`src/rtl/idivf_if.sv`:
```
// idivf_if: operand/result bundle for the idivf iterative divider.
//   master : drives go, sign, bits, n, d; observes busy, q, r, ovf, dz
//   slave  : the divider itself
// WIDTH is the divisor/quotient/remainder width; the dividend is 2*WIDTH.
interface idivf_if #(parameter int WIDTH = 8);
  localparam int BW = (WIDTH > 1) ? $clog2(WIDTH) : 1;

  logic               go;    // start strobe, honoured only while idle
  logic               sign;  // 1 = dividend is two's complement
  logic [BW-1:0]      bits;  // quotient bits to compute, minus one
  logic [2*WIDTH-1:0] n;     // dividend
  logic [WIDTH-1:0]   d;     // divisor, unsigned
  logic               busy;  // operation in progress
  logic [WIDTH-1:0]   q;     // quotient
  logic [WIDTH-1:0]   r;     // remainder
  logic               ovf;   // quotient does not fit, or divide by zero
  logic               dz;    // divide by zero

  modport master (output go, sign, bits, n, d,
                  input  busy, q, r, ovf, dz);
  modport slave  (input  go, sign, bits, n, d,
                  output busy, q, r, ovf, dz);
endinterface

```
`src/rtl/idivf.sv`:
```
// idivf: iterative restoring divider, 2W-bit dividend by W-bit unsigned
// divisor. Only the top bits+1 quotient bits are produced, one per clock,
// so a caller can trade precision for latency (companion of imultf).
//   clk  : clock
//   rst  : synchronous active-high reset
//   bus  : idivf_if.slave -- go/sign/bits/n/d in, busy/q/r/ovf/dz out
// Flow: IDLE -> DIV (k cycles) -> FIX -> IDLE, or IDLE -> ERR -> IDLE when
// the quotient cannot fit or the divisor is zero. Results change only on
// the edge where busy falls and hold until the next completion.
module idivf #(
  parameter int WIDTH = 8
) (
  input  logic clk,
  input  logic rst,
  idivf_if.slave bus
);
  localparam int W  = WIDTH;
  localparam int BW = (WIDTH > 1) ? $clog2(WIDTH) : 1;

  typedef enum logic [1:0] {S_IDLE, S_DIV, S_FIX, S_ERR} state_t;

  state_t state, state_nx;

  // Operand decode at go: magnitude, sign and the up-front overflow test.
  logic           neg_in;
  logic [2*W-1:0] m_in;
  logic [2*W-1:0] chk_in;
  logic           dz_in;
  logic           err_in;

  // Working registers of the divide loop.
  logic [W-1:0]  rem;     // partial remainder
  logic [W-1:0]  lo;      // dividend bits not yet brought down, MSB first
  logic [W-1:0]  qreg;    // quotient, filled MSB first
  logic [W-1:0]  d_r;
  logic [BW-1:0] bits_r;
  logic [BW-1:0] cnt;
  logic          neg_r;
  logic          dz_r;

  // One restoring step.
  logic [W:0]    trial;
  logic [W:0]    diff;
  logic          step_q;
  logic [W-1:0]  step_rem;
  logic [BW-1:0] q_idx;

  // Result registers.
  logic [W-1:0] q_r;
  logic [W-1:0] r_r;
  logic         ovf_r;
  logic         dz_o;

  // NOTE: every combinational output gets a default first, so no path
  // through the block can leave a signal unassigned and infer a latch.
  always_comb begin
    neg_in = bus.sign & bus.n[2*W-1];
    m_in   = neg_in ? -bus.n : bus.n;
    // Signed results must fit in W-1 magnitude bits, so the test shifts by
    // one less; this also rejects the exact -2^(W-1) quotient.
    chk_in = bus.sign ? (m_in >> (W-1)) : {{W{1'b0}}, m_in[2*W-1:W]};
    dz_in  = (bus.d == '0);
    err_in = dz_in | (chk_in >= {{W{1'b0}}, bus.d});
  end

  always_comb begin
    // The trial value is W+1 bits wide: rem < d, so after the shift it can
    // exceed 2^W and the top bit must take part in the compare.
    trial    = {rem, lo[W-1]};
    diff     = trial - {1'b0, d_r};
    step_q   = (trial >= {1'b0, d_r});
    step_rem = step_q ? diff[W-1:0] : trial[W-1:0];
    q_idx    = BW'(W-1) - cnt;
  end

  // NOTE: sequential state is written with non-blocking assignments only,
  // so every register samples values from before the clock edge.
  always_ff @(posedge clk) begin
    if (rst) state <= S_IDLE;
    else     state <= state_nx;
  end

  always_comb begin
    state_nx = state;
    unique case (state)
      S_IDLE: if (bus.go) state_nx = err_in ? S_ERR : S_DIV;
      S_DIV:  if (cnt == bits_r) state_nx = S_FIX;
      S_FIX:  state_nx = S_IDLE;
      S_ERR:  state_nx = S_IDLE;
      default: state_nx = S_IDLE;
    endcase
  end

  // NOTE: the loop registers carry no reset; they are fully loaded on go
  // before anything reads them, and the FSM alone decides when they matter.
  always_ff @(posedge clk) begin
    if (state == S_IDLE && bus.go) begin
      rem    <= m_in[2*W-1:W];
      lo     <= m_in[W-1:0];
      qreg   <= '0;
      d_r    <= bus.d;
      bits_r <= bus.bits;
      neg_r  <= neg_in;
      dz_r   <= dz_in;
      cnt    <= '0;
    end else if (state == S_DIV) begin
      rem         <= step_rem;
      lo          <= lo << 1;
      qreg[q_idx] <= step_q;
      cnt         <= cnt + BW'(1);
    end
  end

  // After k steps the unfilled low quotient bits are still zero and rem is
  // the remainder of (m >> s) / d, so the truncated result needs no shift.
  always_ff @(posedge clk) begin
    if (rst) begin
      q_r   <= '0;
      r_r   <= '0;
      ovf_r <= 1'b0;
      dz_o  <= 1'b0;
    end else begin
      unique case (state)
        S_FIX: begin
          // Truncate toward zero; the remainder follows the dividend sign.
          q_r   <= neg_r ? -qreg : qreg;
          r_r   <= neg_r ? -rem  : rem;
          ovf_r <= 1'b0;
          dz_o  <= 1'b0;
        end
        S_ERR: begin
          q_r   <= '1;
          r_r   <= '0;
          ovf_r <= 1'b1;
          dz_o  <= dz_r;
        end
        default: ;
      endcase
    end
  end

  assign bus.busy = (state != S_IDLE);
  assign bus.q    = q_r;
  assign bus.r    = r_r;
  assign bus.ovf  = ovf_r;
  assign bus.dz   = dz_o;
endmodule
```
`src/flat_wrapper.sv`:
```
// flat-port wrapper written by rule: the top's interface ports become plain ports
module idivf_flat 
#(
  parameter int WIDTH = 8
)
  (clk, rst, bus_go, bus_sign, bus_bits, bus_n, bus_d, bus_busy, bus_q, bus_r, bus_ovf, bus_dz);
  idivf_if #(.WIDTH(WIDTH)) bus_i ();
  input  logic clk;
  input  logic rst;
  input wire logic [$bits(bus_i.go)-1:0] bus_go;
  input wire logic [$bits(bus_i.sign)-1:0] bus_sign;
  input wire logic [$bits(bus_i.bits)-1:0] bus_bits;
  input wire logic [$bits(bus_i.n)-1:0] bus_n;
  input wire logic [$bits(bus_i.d)-1:0] bus_d;
  output wire logic [$bits(bus_i.busy)-1:0] bus_busy;
  output wire logic [$bits(bus_i.q)-1:0] bus_q;
  output wire logic [$bits(bus_i.r)-1:0] bus_r;
  output wire logic [$bits(bus_i.ovf)-1:0] bus_ovf;
  output wire logic [$bits(bus_i.dz)-1:0] bus_dz;
  assign bus_i.go = bus_go;
  assign bus_i.sign = bus_sign;
  assign bus_i.bits = bus_bits;
  assign bus_i.n = bus_n;
  assign bus_i.d = bus_d;
  assign bus_busy = bus_i.busy;
  assign bus_q = bus_i.q;
  assign bus_r = bus_i.r;
  assign bus_ovf = bus_i.ovf;
  assign bus_dz = bus_i.dz;
  idivf #(.WIDTH(WIDTH)) u_core (.clk(clk), .rst(rst), .bus(bus_i));
endmodule
```
`config.mk`:
```
export PLATFORM = sky130hd
export DESIGN_NAME = idivf_flat
export DESIGN_NICKNAME = d
export VERILOG_FILES = /design/src/rtl/idivf_if.sv /design/src/rtl/idivf.sv /design/src/flat_wrapper.sv
export SDC_FILE = /design/constraint.sdc
export NUM_CORES = 1
export LEC_CHECK = 0
export ABC_AREA = 1
export BUFFER_PORTS_ARGS = -buffer_cell sky130_fd_sc_hd__buf_2
export CAP_MARGIN = 40
export CORE_MARGIN = 2
export CORE_UTILIZATION = 46
export DETAILED_ROUTE_END_ITERATION = 7
export PLACE_DENSITY = 0.66
export SLEW_MARGIN = 20
export SYNTH_ARGS = -nofsm -noshare
export SYNTH_HDL_FRONTEND = slang
export SYNTH_SLANG_ARGS = --single-unit
```
`constraint.sdc`:
```
create_clock -name clk -period 3.45 [get_ports clk]
set_input_delay 0.345 -clock clk [delete_from_list [all_inputs] [get_ports clk]]
set_output_delay 0.345 -clock clk [all_outputs]
set_load 0.005 [all_outputs]
```
==> results of run 1 <==
## area by class of cell
cell class / instances / area (sq um) / share of cell area (%)
clock inverter: 6 / 45.0 / 1.01
timing repair buffer: 50 / 253 / 5.69
multi-input combinational: 379 / 2060 / 46.3
tap: 105 / 131 / 2.96
inverter: 85 / 319 / 7.18
sequential: 60 / 1490 / 33.5
clock buffer: 10 / 149 / 3.35
## how the worst max path moves through the flow
stage | slack, ns | from | end | cells past startpoint
finish | 1.20 | u_core.state[1] | u_core.lo[5] | 5
CTS | 1.15 | u_core.state[1] | u_core.lo[7] | 5
detailed placement | 0.94 | bus_sign | u_core.state[1] | 16
global placement | 1.02 | bus_n[0] | u_core.state[1] | 20
global route | 0.96 | u_core.state[1] | u_core.lo[4] | 5
floorplan | 1.30 | bus_n[0] | u_core.state[1] | 19
## critical path: stages, from the launching register on
cell and delay, ns:
sky130_fd_sc_hd__dfxtp_1 0.65, sky130_fd_sc_hd__nor2_1 0.10, sky130_fd_sc_hd__inv_1 0.15, sky130_fd_sc_hd__nor2_4 0.05, sky130_fd_sc_hd__inv_2 0.33, sky130_fd_sc_hd__nand2_1 0.55
## power by group through the flow
stage,combinational (uW),clock (uW),sequential (uW)
global route,1200,664,1030
finish,1040,614,1010
detailed placement,1040,0,1030
CTS,1040,631,1010
global placement,1020,0,1020
floorplan,839,0,989
## stage by stage
stage	setup WS, ns	area [sq um]	utilization [%]	power, uW	hold WS (ns)
global placement	1.02	4250	51.5	2040	0.434
detailed placement	0.942	4250	51.5	2060	0.435
CTS	1.15	4450	53.8	2690	0.151
global route	0.964	4450	53.8	2890	0.148
floorplan	1.30	3930	-	1830	0.414
finish	1.20	4450	53.8	2660	0.163
## sequential cells by signal (all words and copies together), names as in the netlist
register	cells
u_core.bus.dz	1
u_core.rem	8
u_core.d_r	8
u_core.bus.ovf	1
u_core.bus.r	8
u_core.lo	8
u_core.cnt	3
u_core.state	2
u_core.bits_r	3
u_core.bus.q	8
u_core.qreg	8
u_core.dz_r	1
u_core.neg_r	1
## kinds of logic after synthesis
family,synth area share [%]
buffers and inverters,9.71
XOR/XNOR,4.01
flip-flops,37.9
AO/OA/AOI/OAI,10.7
adder cells (fa/ha/maj),6.88
AND/OR/NAND/NOR,30.8
## layer usage
metal  wire length [microns]  vias to the layer above  global-route usage [%]
met5                       0                        -                       0
met4                     167                        0                    8.92
met3                     440                       15                    4.50
met2                    3750                       89                    31.1
met1                    4330                     1556                    27.2
li1                        -                     1852                       -
## placed cells by master, fill, tap and decap left out, types with 3 or more instances in the layout
cell                         n
sky130_fd_sc_hd__nand4_1    13
sky130_fd_sc_hd__nor2_4      3
sky130_fd_sc_hd__clkbuf_8    9
sky130_fd_sc_hd__o21ai_0    41
sky130_fd_sc_hd__a21oi_2     5
sky130_fd_sc_hd__xor2_1     14
sky130_fd_sc_hd__nor2_1     47
sky130_fd_sc_hd__a31oi_1     4
sky130_fd_sc_hd__dfxtp_1    31
sky130_fd_sc_hd__nand3_1    41
sky130_fd_sc_hd__nor3_2      4
sky130_fd_sc_hd__edfxtp_1   29
sky130_fd_sc_hd__ha_1       20
sky130_fd_sc_hd__buf_2      49
sky130_fd_sc_hd__nand2_1   136
sky130_fd_sc_hd__a21oi_1    19
sky130_fd_sc_hd__inv_1      83
sky130_fd_sc_hd__nor3_1      3
sky130_fd_sc_hd__xnor2_1     4
sky130_fd_sc_hd__nand2_2     8
==> impl_metrics.json, run 1 <==
{
  "fp.dieH_microns": 96.4,
  "synthArstFlopShare_pct": 0,
  "irDropWorstVdd_v": 0.000228,
  "die-area_sq_um": 9300,
  "clk_latency_ns": 0.35,
  "floorplan.initialDensity_pct": 47.6,
  "slew-limit-headroom_pct": 53.1,
  "number_of_inserted_diodes": 0,
  "place.detailed.hpwl_microns": 6800,
  "total_switching_power_uw": 1080,
  "detailroute.via_count": 3512,
  "edff_count_synth": 29,
  "regToRegEndpoint": "u_core.lo[5]",
  "area_contributors_post_synth": "sky130_fd_sc_hd__edfxtp_1, sky130_fd_sc_hd__dfxtp_1, sky130_fd_sc_hd__nand2_1",
  "max_buffers_root_to_sink": 2,
  "syn_area_sq_um": 3930,
  "cts_made_buffers": 9,
  "reg2reg_from": "u_core.state[1]",
  "timing_hold_violations_final": 0,
  "p_int_uw": 1590,
  "number_of_global_route_vias_before_repair": 3185,
  "grt_start_max_net_pins": 30,
  "drt-vias-per-instance": 5.05,
  "num_io_pins": 50,
  "cp_data_required_time_ns": 3.38,
  "drc": 0,
  "hold-path-cell-count": 1,
  "power_switching_share_pct": 40.4,
  "startpoint_type": "register",
  "cts_hold_buffers": 0,
  "pwr_per_cell_area_nw_per_um2": 599,
  "firstDrtPassIters": 5,
  "detail-route-antenna-nets": 0,
  "globalRouteTotalUtil_pct": 20.2,
  "floorplan.die.width_microns": 96.4,
  "yosys_register_bits": 60,
  "dpl.cell_count": 679,
  "clock_skew_ns": 0.00942,
  "nets": 637,
  "p_leak_uw": 0.00215,
  "totalNegativeSetupSlack_ns": 0,
  "power_frac_clock_pct": 23.0,
  "fillers": 827,
  "timing.final.crit_period_ns": 2.25,
  "timing_worst_slew_pin_value_ns": 0.701,
  "clock_tree_root_driver_cell": "sky130_fd_sc_hd__clkbuf_8",
  "power_frac_seq_pct": 38.0,
  "setup.reg_to_reg.worst_slack_ns": 1.20,
  "cts_tree": "yes",
  "syn-mean-instance-area_sq_um": 7.37,
  "synthFlopType": "sky130_fd_sc_hd__dfxtp_1",
  "slew_viol_final": 0,
  "core_area_sq_um": 8260,
  "cts_sinks": 60,
  "rows": 33,
  "avgRoutedWirePerCell_microns": 12.5,
  "finalNonFillerCells": 695,
  "global_route.overflow_total": 0,
  "hold_path_startpoint": "bus_bits[2]",
  "numPortBuffers": 49,
  "area.growth.synth_to_final_pct": 13.1,
  "hold_path_class": "input pin to register",
  "cap_violations": 0,
  "gp_routability_congestion": 0.890,
  "clock.fmax_ghz": 0.444,
  "wire_length_after_detailed_routing_microns": 8690,
  "worst_setup_hold_path_clk_slew_ns": 0.07,
  "share_of_post_route_cells_with_drive_strength_above_1_pct": 15.9,
  "timing.critical_path.arrival_ns": 2.18,
  "synth_area_leader_cell": "sky130_fd_sc_hd__edfxtp_1",
  "synthDominantCellAreaShare_pct": 22.2,
  "ys_warn_count": 0,
  "worstSetupPathType": "register to register",
  "rsz_0062_raised_after_global_routing": "false",
  "worst_setup_path_end_kind": "register",
  "finalSetupViolations": 0,
  "worstRegToRegCells": 5,
  "synth_cells": 533,
  "synth_cell_type_count": 35,
  "combinationalPowerShare_pct": 39.0,
  "wire_length_of_the_first_global_routing_pass_microns": 14400,
  "outcome": "finished clean",
  "timing.final.crit_share_pct": 65.3,
  "ys_top_cells_by_count": "sky130_fd_sc_hd__nand2_1, sky130_fd_sc_hd__inv_1, sky130_fd_sc_hd__nor2_1, sky130_fd_sc_hd__nand3_1, sky130_fd_sc_hd__o21ai_0",
  "postCtsSetupRepairBufs": 0,
  "synth.most_common_cell": "sky130_fd_sc_hd__nand2_1",
  "cts_resized": 0,
  "grt_antenna_before_repair": 0,
  "crit_fanout": 28,
  "drt-initial-drc-count": 176,
  "worstHoldEndpoint": "u_core.bits_r[2]",
  "synth_seq_area_share_pct": 37.9,
  "mappedNetlistNets": 585,
  "htreeDepth": 3
}
No activity file was read; power rests on OpenSTA's default activity.
==> inputs of run 2 (changes only) <==
==> constraint.sdc (replaced) <==
create_clock -name clk -period 2.2 [get_ports clk]
set_input_delay 0.22 -clock clk [delete_from_list [all_inputs] [get_ports clk]]
set_output_delay 0.22 -clock clk [all_outputs]
set_load 0.005 [all_outputs]
==> run 2 against run 1 <==
Flip-flop and latch count unchanged. Core utilization increased by 1.6 points. Sequential share of layout area down 0.98 points. Combinational power rose by 63%. Largest cell class unchanged.
==> impl_metrics.json, run 2 (synthesis results as in run 1) <==
{
  "globalRouteTotalUtil_pct": 20.8,
  "drc": 0,
  "irDropWorstVdd_v": 0.000295,
  "place.detailed.hpwl_microns": 6910,
  "cts_made_buffers": 9,
  "worstSetupPathType": "register to register",
  "worstPathCellList": "ha_1 > nand2_2 > inv_1 > nand2_1 > nand2_1 > nand2_1 > nand4_4 > buf_4 > a21oi_2 > nor2_1",
  "clock_skew_ns": 0.00352,
  "detailroute.via_count": 3568,
  "die-area_sq_um": 9300,
  "p_leak_uw": 0.00223,
  "rsz_0062_raised_after_global_routing": "false",
  "num_io_pins": 50,
  "clock_tree_root_driver_cell": "sky130_fd_sc_hd__clkbuf_8",
  "area.growth.synth_to_final_pct": 16.5,
  "gp_routability_congestion": 0.912,
  "slew_viol_final": 0,
  "worst_setup_path_end_kind": "register",
  "global_route.overflow_total": 0,
  "clock.fmax_ghz": 0.486,
  "firstDrtPassIters": 4,
  "cts_hold_buffers": 0,
  "cts_sinks": 60,
  "cts_tree": "yes",
  "avgRoutedWirePerCell_microns": 12.5,
  "finalSetupViolations": 0,
  "fin_hold_ws_ns": 0.0485,
  "share_of_post_route_cells_with_drive_strength_above_1_pct": 18.2,
  "wire_length_after_detailed_routing_microns": 8870,
  "timing.final.crit_period_ns": 2.06,
  "cap_violations": 0,
  "number_of_global_route_vias_before_repair": 3274,
  "nets": 652,
  "layout.cells.most_common_list": "sky130_fd_sc_hd__nand2_1, sky130_fd_sc_hd__inv_1, sky130_fd_sc_hd__buf_2, sky130_fd_sc_hd__nor2_1",
  "timing_hold_violations_final": 0,
  "slew-limit-headroom_pct": 51.8,
  "startpoint_type": "register",
  "totalNegativeSetupSlack_ns": 0,
  "wire_length_of_the_first_global_routing_pass_microns": 15000,
  "timing.critical_path.arrival_ns": 2.28,
  "detail-route-antenna-nets": 0,
  "outcome": "finished clean",
  "drt-vias-per-instance": 5.03,
  "worst_setup_hold_path_clk_slew_ns": 0.07,
  "mostFrequentLayoutCell": "sky130_fd_sc_hd__nand2_1",
  "rows": 33,
  "drt-initial-drc-count": 186,
  "pwr_per_cell_area_nw_per_um2": 934,
  "critPathSlowestCell": "sky130_fd_sc_hd__edfxtp_1",
  "numPortBuffers": 49,
  "number_of_inserted_diodes": 0,
  "fp.dieH_microns": 96.4,
  "cp_data_required_time_ns": 2.42,
  "hold_path_class": "input pin to register",
  "floorplan.initialDensity_pct": 47.6,
  "slowest_delay_ns": 0.48,
  "max_buffers_root_to_sink": 2,
  "grt_antenna_before_repair": 0,
  "grt_start_max_net_pins": 30,
  "fillers": 794,
  "timing_worst_slew_pin_value_ns": 0.722,
  "core_area_sq_um": 8260,
  "htreeDepth": 3,
  "cpMostUsedCell": "sky130_fd_sc_hd__nand2_1",
  "crit_fanout": 9,
  "floorplan.die.width_microns": 96.4,
  "timing.final.crit_share_pct": 93.5,
  "clk_latency_ns": 0.34
}
run 2: through the flow:
stage	total power, uW	instance area (sq um)	instances	worst slack (ns)	util [%]
6_report	4280	4580	710	0.144	55.5
5_1_grt	4630	4580	710	0.0144	55.5
4_1_cts	4290	4570	710	0.135	55.3
3_5_place_dp	3280	4360	694	-0.161	52.8
3_3_place_gp	3230	4360	694	-0.0143	52.8
2_1_floorplan	2870	3930	533	0.180	-
run 2: worst max-delay path: cells and delay by family (launching register included):
| kind | cells | cell delay (ns) |
|---|---|---|
| buffers and inverters | 2 | 0.28 |
| AND/OR/NAND/NOR | 6 | 0.66 |
| adder cells (fa/ha/maj) | 1 | 0.39 |
| flip-flops | 1 | 0.48 |
| AO/OA/AOI/OAI | 1 | 0.13 |
run 2: what timing repair did:
item / in CTS / in global routing
setup buffers: 0 / 0
setup endpoints to repair: 0 / 3
gates resized for setup: 0 / 2
run 2: worst paths after layout:
path / endpoint / from / cells after the start / slack [ns]
max: u_core.qreg[0] / u_core.rem[2] / 10 / 0.14
min: u_core.bits_r[1] / bus_bits[1] / 1 / 0.05
max reg2reg: u_core.qreg[0] / u_core.rem[2] / 10 / 0.14
min reg2reg: u_core.bus.r[4] / u_core.bus.r[4] / 2 / 0.45
run 2: cell type report:
cell class / count / area, sq um / share of cell area [%]
multi-input combinational: 379 / 2070 / 45.1
sequential: 60 / 1490 / 32.6
timing repair buffer: 65 / 365 / 7.98
inverter: 85 / 319 / 6.97
clock buffer: 12 / 176 / 3.85
tap: 105 / 131 / 2.87
clock inverter: 4 / 28.8 / 0.628
run 2: routing by layer:
layer	track usage (%)	up-vias	share of wire [%]
li1	-	1877	-
met1	28.0	1557	47
met2	32.7	118	45
met3	3.57	16	5.9
met4	9.86	0	2.0
met5	0	-	0
run 2: power breakdown:
part | leakage [uW] | switching, uW | total (uW) | internal [uW]
logic | 0.00159 | 1070 | 1690 | 618
registers | 0.000534 | 156 | 1580 | 1430
clock network | 0.000108 | 460 | 1000 | 541
total | 0.00223 | 1690 | 4280 | 2590
==> inputs of run 3 (changes only) <==
--- a/config.mk
+++ b/config.mk
@@ -12,6 +12,7 @@
 export CORE_UTILIZATION = 46
 export DETAILED_ROUTE_END_ITERATION = 7
 export PLACE_DENSITY = 0.66
+export RECOVER_POWER = 100
 export SLEW_MARGIN = 20
 export SYNTH_ARGS = -nofsm -noshare
 export SYNTH_HDL_FRONTEND = slang
==> run 3 against run 2 <==
Setup slack worse by 0.020 ns. Core utilization is 0.91 points lower. Non-clock buffer count stayed put. Critical path depth is 2 lower. Sequential share of layout area is 0.54 points higher. Fmax is 0.97% lower. Global-route usage stayed put. Flip-flop and latch count stayed put. Design area is 1.6% lower. Count of clock-buffer cells in the layout stayed put. Hold slack hardly changed. Die area stayed put. Critical path type unchanged. Largest power group unchanged. Highest routed layer unchanged.
==> impl_metrics.json, run 3 (synthesis results as in run 1) <==
{
  "slew_viol_final": 0,
  "power_frac_seq_pct": 37.5,
  "postCtsSetupRepairBufs": 0,
  "startpoint_type": "register",
  "setup.reg_to_reg.worst_slack_ns": 0.12,
  "drc": 0,
  "avgRoutedWirePerCell_microns": 12.6,
  "rows": 33,
  "slew-limit-headroom_pct": 52.7,
  "power_frac_clock_pct": 23.7,
  "worst_setup_hold_path_clk_slew_ns": 0.07,
  "timing.critical_path.arrival_ns": 2.17,
  "wire_length_of_the_first_global_routing_pass_microns": 15000,
  "irDropWorstVdd_v": 0.000292,
  "detail-route-antenna-nets": 0,
  "clock_skew_ns": 0.00365,
  "num_io_pins": 50,
  "numPortBuffers": 49,
  "share_of_post_route_cells_with_drive_strength_above_1_pct": 13.1,
  "cap_violations": 0,
  "area.growth.synth_to_final_pct": 14.6,
  "drt-vias-per-instance": 5.00,
  "cpMostUsedCell": "sky130_fd_sc_hd__nand2_1",
  "seqCellArea_sq_um": 1490,
  "number_of_global_route_vias_before_repair": 3274,
  "place.detailed.hpwl_microns": 6910,
  "worstRegToRegCells": 8,
  "cts_hold_buffers": 0,
  "setup_ws_ns": 0.124,
  "worstSetupPathType": "register to register",
  "power_switching_share_pct": 39.3,
  "wire_length_after_detailed_routing_microns": 8920,
  "htreeDepth": 3,
  "cp_data_required_time_ns": 2.30,
  "firstDrtPassIters": 5,
  "cts_sinks": 60,
  "timing.final.crit_period_ns": 2.08,
  "pwr_per_cell_area_nw_per_um2": 939,
  "clock_tree_root_driver_cell": "sky130_fd_sc_hd__clkbuf_8",
  "hold_path_class": "input pin to register",
  "number_of_inserted_diodes": 0,
  "drt-initial-drc-count": 214,
  "p_leak_uw": 0.00214,
  "critical_path.startpoint": "u_core.rem[2]",
  "regToRegEndpoint": "u_core.rem[0]",
  "nets": 652,
  "dpl_worst_slack_ns": -0.161,
  "mostFrequentLayoutCell": "sky130_fd_sc_hd__nand2_1",
  "critPathSlowestCell": "sky130_fd_sc_hd__edfxtp_1",
  "cts_tree": "yes",
  "worst_setup_path_end_kind": "register",
  "crit_fanout": 9,
  "slowest_delay_ns": 0.49,
  "fp.dieH_microns": 96.4,
  "cts_made_buffers": 9,
  "combinationalPowerShare_pct": 38.9,
  "detailroute.via_count": 3553,
  "multiInputGateArea_sq_um": 2020,
  "reg2reg_from": "u_core.rem[2]",
  "p_int_uw": 2570,
  "core_area_sq_um": 8260,
  "gp_routability_congestion": 0.912,
  "finalPower_uw": 4230,
  "clock.fmax_ghz": 0.482,
  "termination_of_the_worst_setup_path": "u_core.rem[0]",
  "worstPathCellList": "ha_1 > nand2_1 > nor2_1 > nand3_2 > nand4_4 > nand2_1 > nand3_1 > nand2_1",
  "outcome": "finished clean",
  "finalSetupViolations": 0,
  "globalRouteTotalUtil_pct": 20.8,
  "grt_antenna_before_repair": 0,
  "fillers": 811,
  "total_switching_power_uw": 1660,
  "cts_resized": 0,
  "grt_start_max_net_pins": 30,
  "floorplan.initialDensity_pct": 47.6,
  "timing_hold_violations_final": 0,
  "clk_latency_ns": 0.34,
  "floorplan.die.width_microns": 96.4,
  "layout.cells.most_common_list": "sky130_fd_sc_hd__nand2_1, sky130_fd_sc_hd__inv_1, sky130_fd_sc_hd__nor2_1, sky130_fd_sc_hd__o21ai_0, sky130_fd_sc_hd__nand3_1",
  "die-area_sq_um": 9300,
  "fin_hold_ws_ns": 0.0482,
  "rsz_0062_raised_after_global_routing": "false",
  "max_buffers_root_to_sink": 2,
  "global_route.overflow_total": 0,
  "hold_path_startpoint": "bus_bits[1]",
  "timing.final.crit_share_pct": 94.4,
  "timing_worst_slew_pin_value_ns": 0.708
}
run 3: changes by cell type in the layout (fill, tap and decap cells not counted), moves of 4 or more:
cell	previous run	this run
sky130_fd_sc_hd__buf_2	49	28
sky130_fd_sc_hd__clkbuf_1	0	21
sky130_fd_sc_hd__nand2_1	136	140
sky130_fd_sc_hd__nand2_2	8	4
run 3: worst min-delay path by stage:
stage,slack (ns),cells after the start,endpoint
after global routing,0.04,1,u_core.bits_r[1]
after global placement,0.40,1,u_core.bits_r[2]
after CTS,0.03,1,u_core.bits_r[1]
after floorplan,0.29,1,u_core.state[0]
final,0.05,1,u_core.bits_r[1]
after detailed placement,0.40,1,u_core.bits_r[1]
run 3: through the flow:
stage	TNS, ns	util [%]	instance area, sq um	instances
detailed placement	-0.161	52.8	4360	694
global placement	-0.0143	52.8	4360	694
CTS	0	55.3	4570	710
global route	0	54.5	4500	710
finish	0	54.5	4500	710
floorplan	0	-	3930	533
run 3: cell type report:
class | count | area share [%]
well taps | 105 | 2.92
flip-flops and latches | 60 | 33.1
clock buffers | 12 | 3.92
repair buffers | 65 | 7.39
inverters | 85 | 7.08
clock inverters | 4 | 0.639
multi-input cells | 379 | 44.9
run 3: critical path, delay by kind of cell (launching register included):
| family | cells | cell delay (ns) |
|---|---|---|
| flip-flops | 1 | 0.49 |
| adder cells (fa/ha/maj) | 1 | 0.42 |
| AND/OR/NAND/NOR | 7 | 0.92 |
run 3: power groups by stage:
stage | Clock, uW | Combinational, uW | Sequential (uW)
finish | 1000 | 1640 | 1580
global route | 1060 | 1910 | 1600
CTS | 1020 | 1680 | 1580
detailed placement | 0 | 1670 | 1610
global placement | 0 | 1630 | 1600
floorplan | 0 | 1320 | 1550
run 3: routing by layer:
layer | part of all wire [%] | wire length [microns] | up-vias | track usage (%)
met4 | 1.9 | 173 | 0 | 9.86
met5 | 0 | 0 | - | 0
met3 | 5.0 | 449 | 17 | 3.57
met2 | 45 | 3970 | 96 | 32.7
met1 | 48 | 4320 | 1564 | 28.0
li1 | - | - | 1876 | -
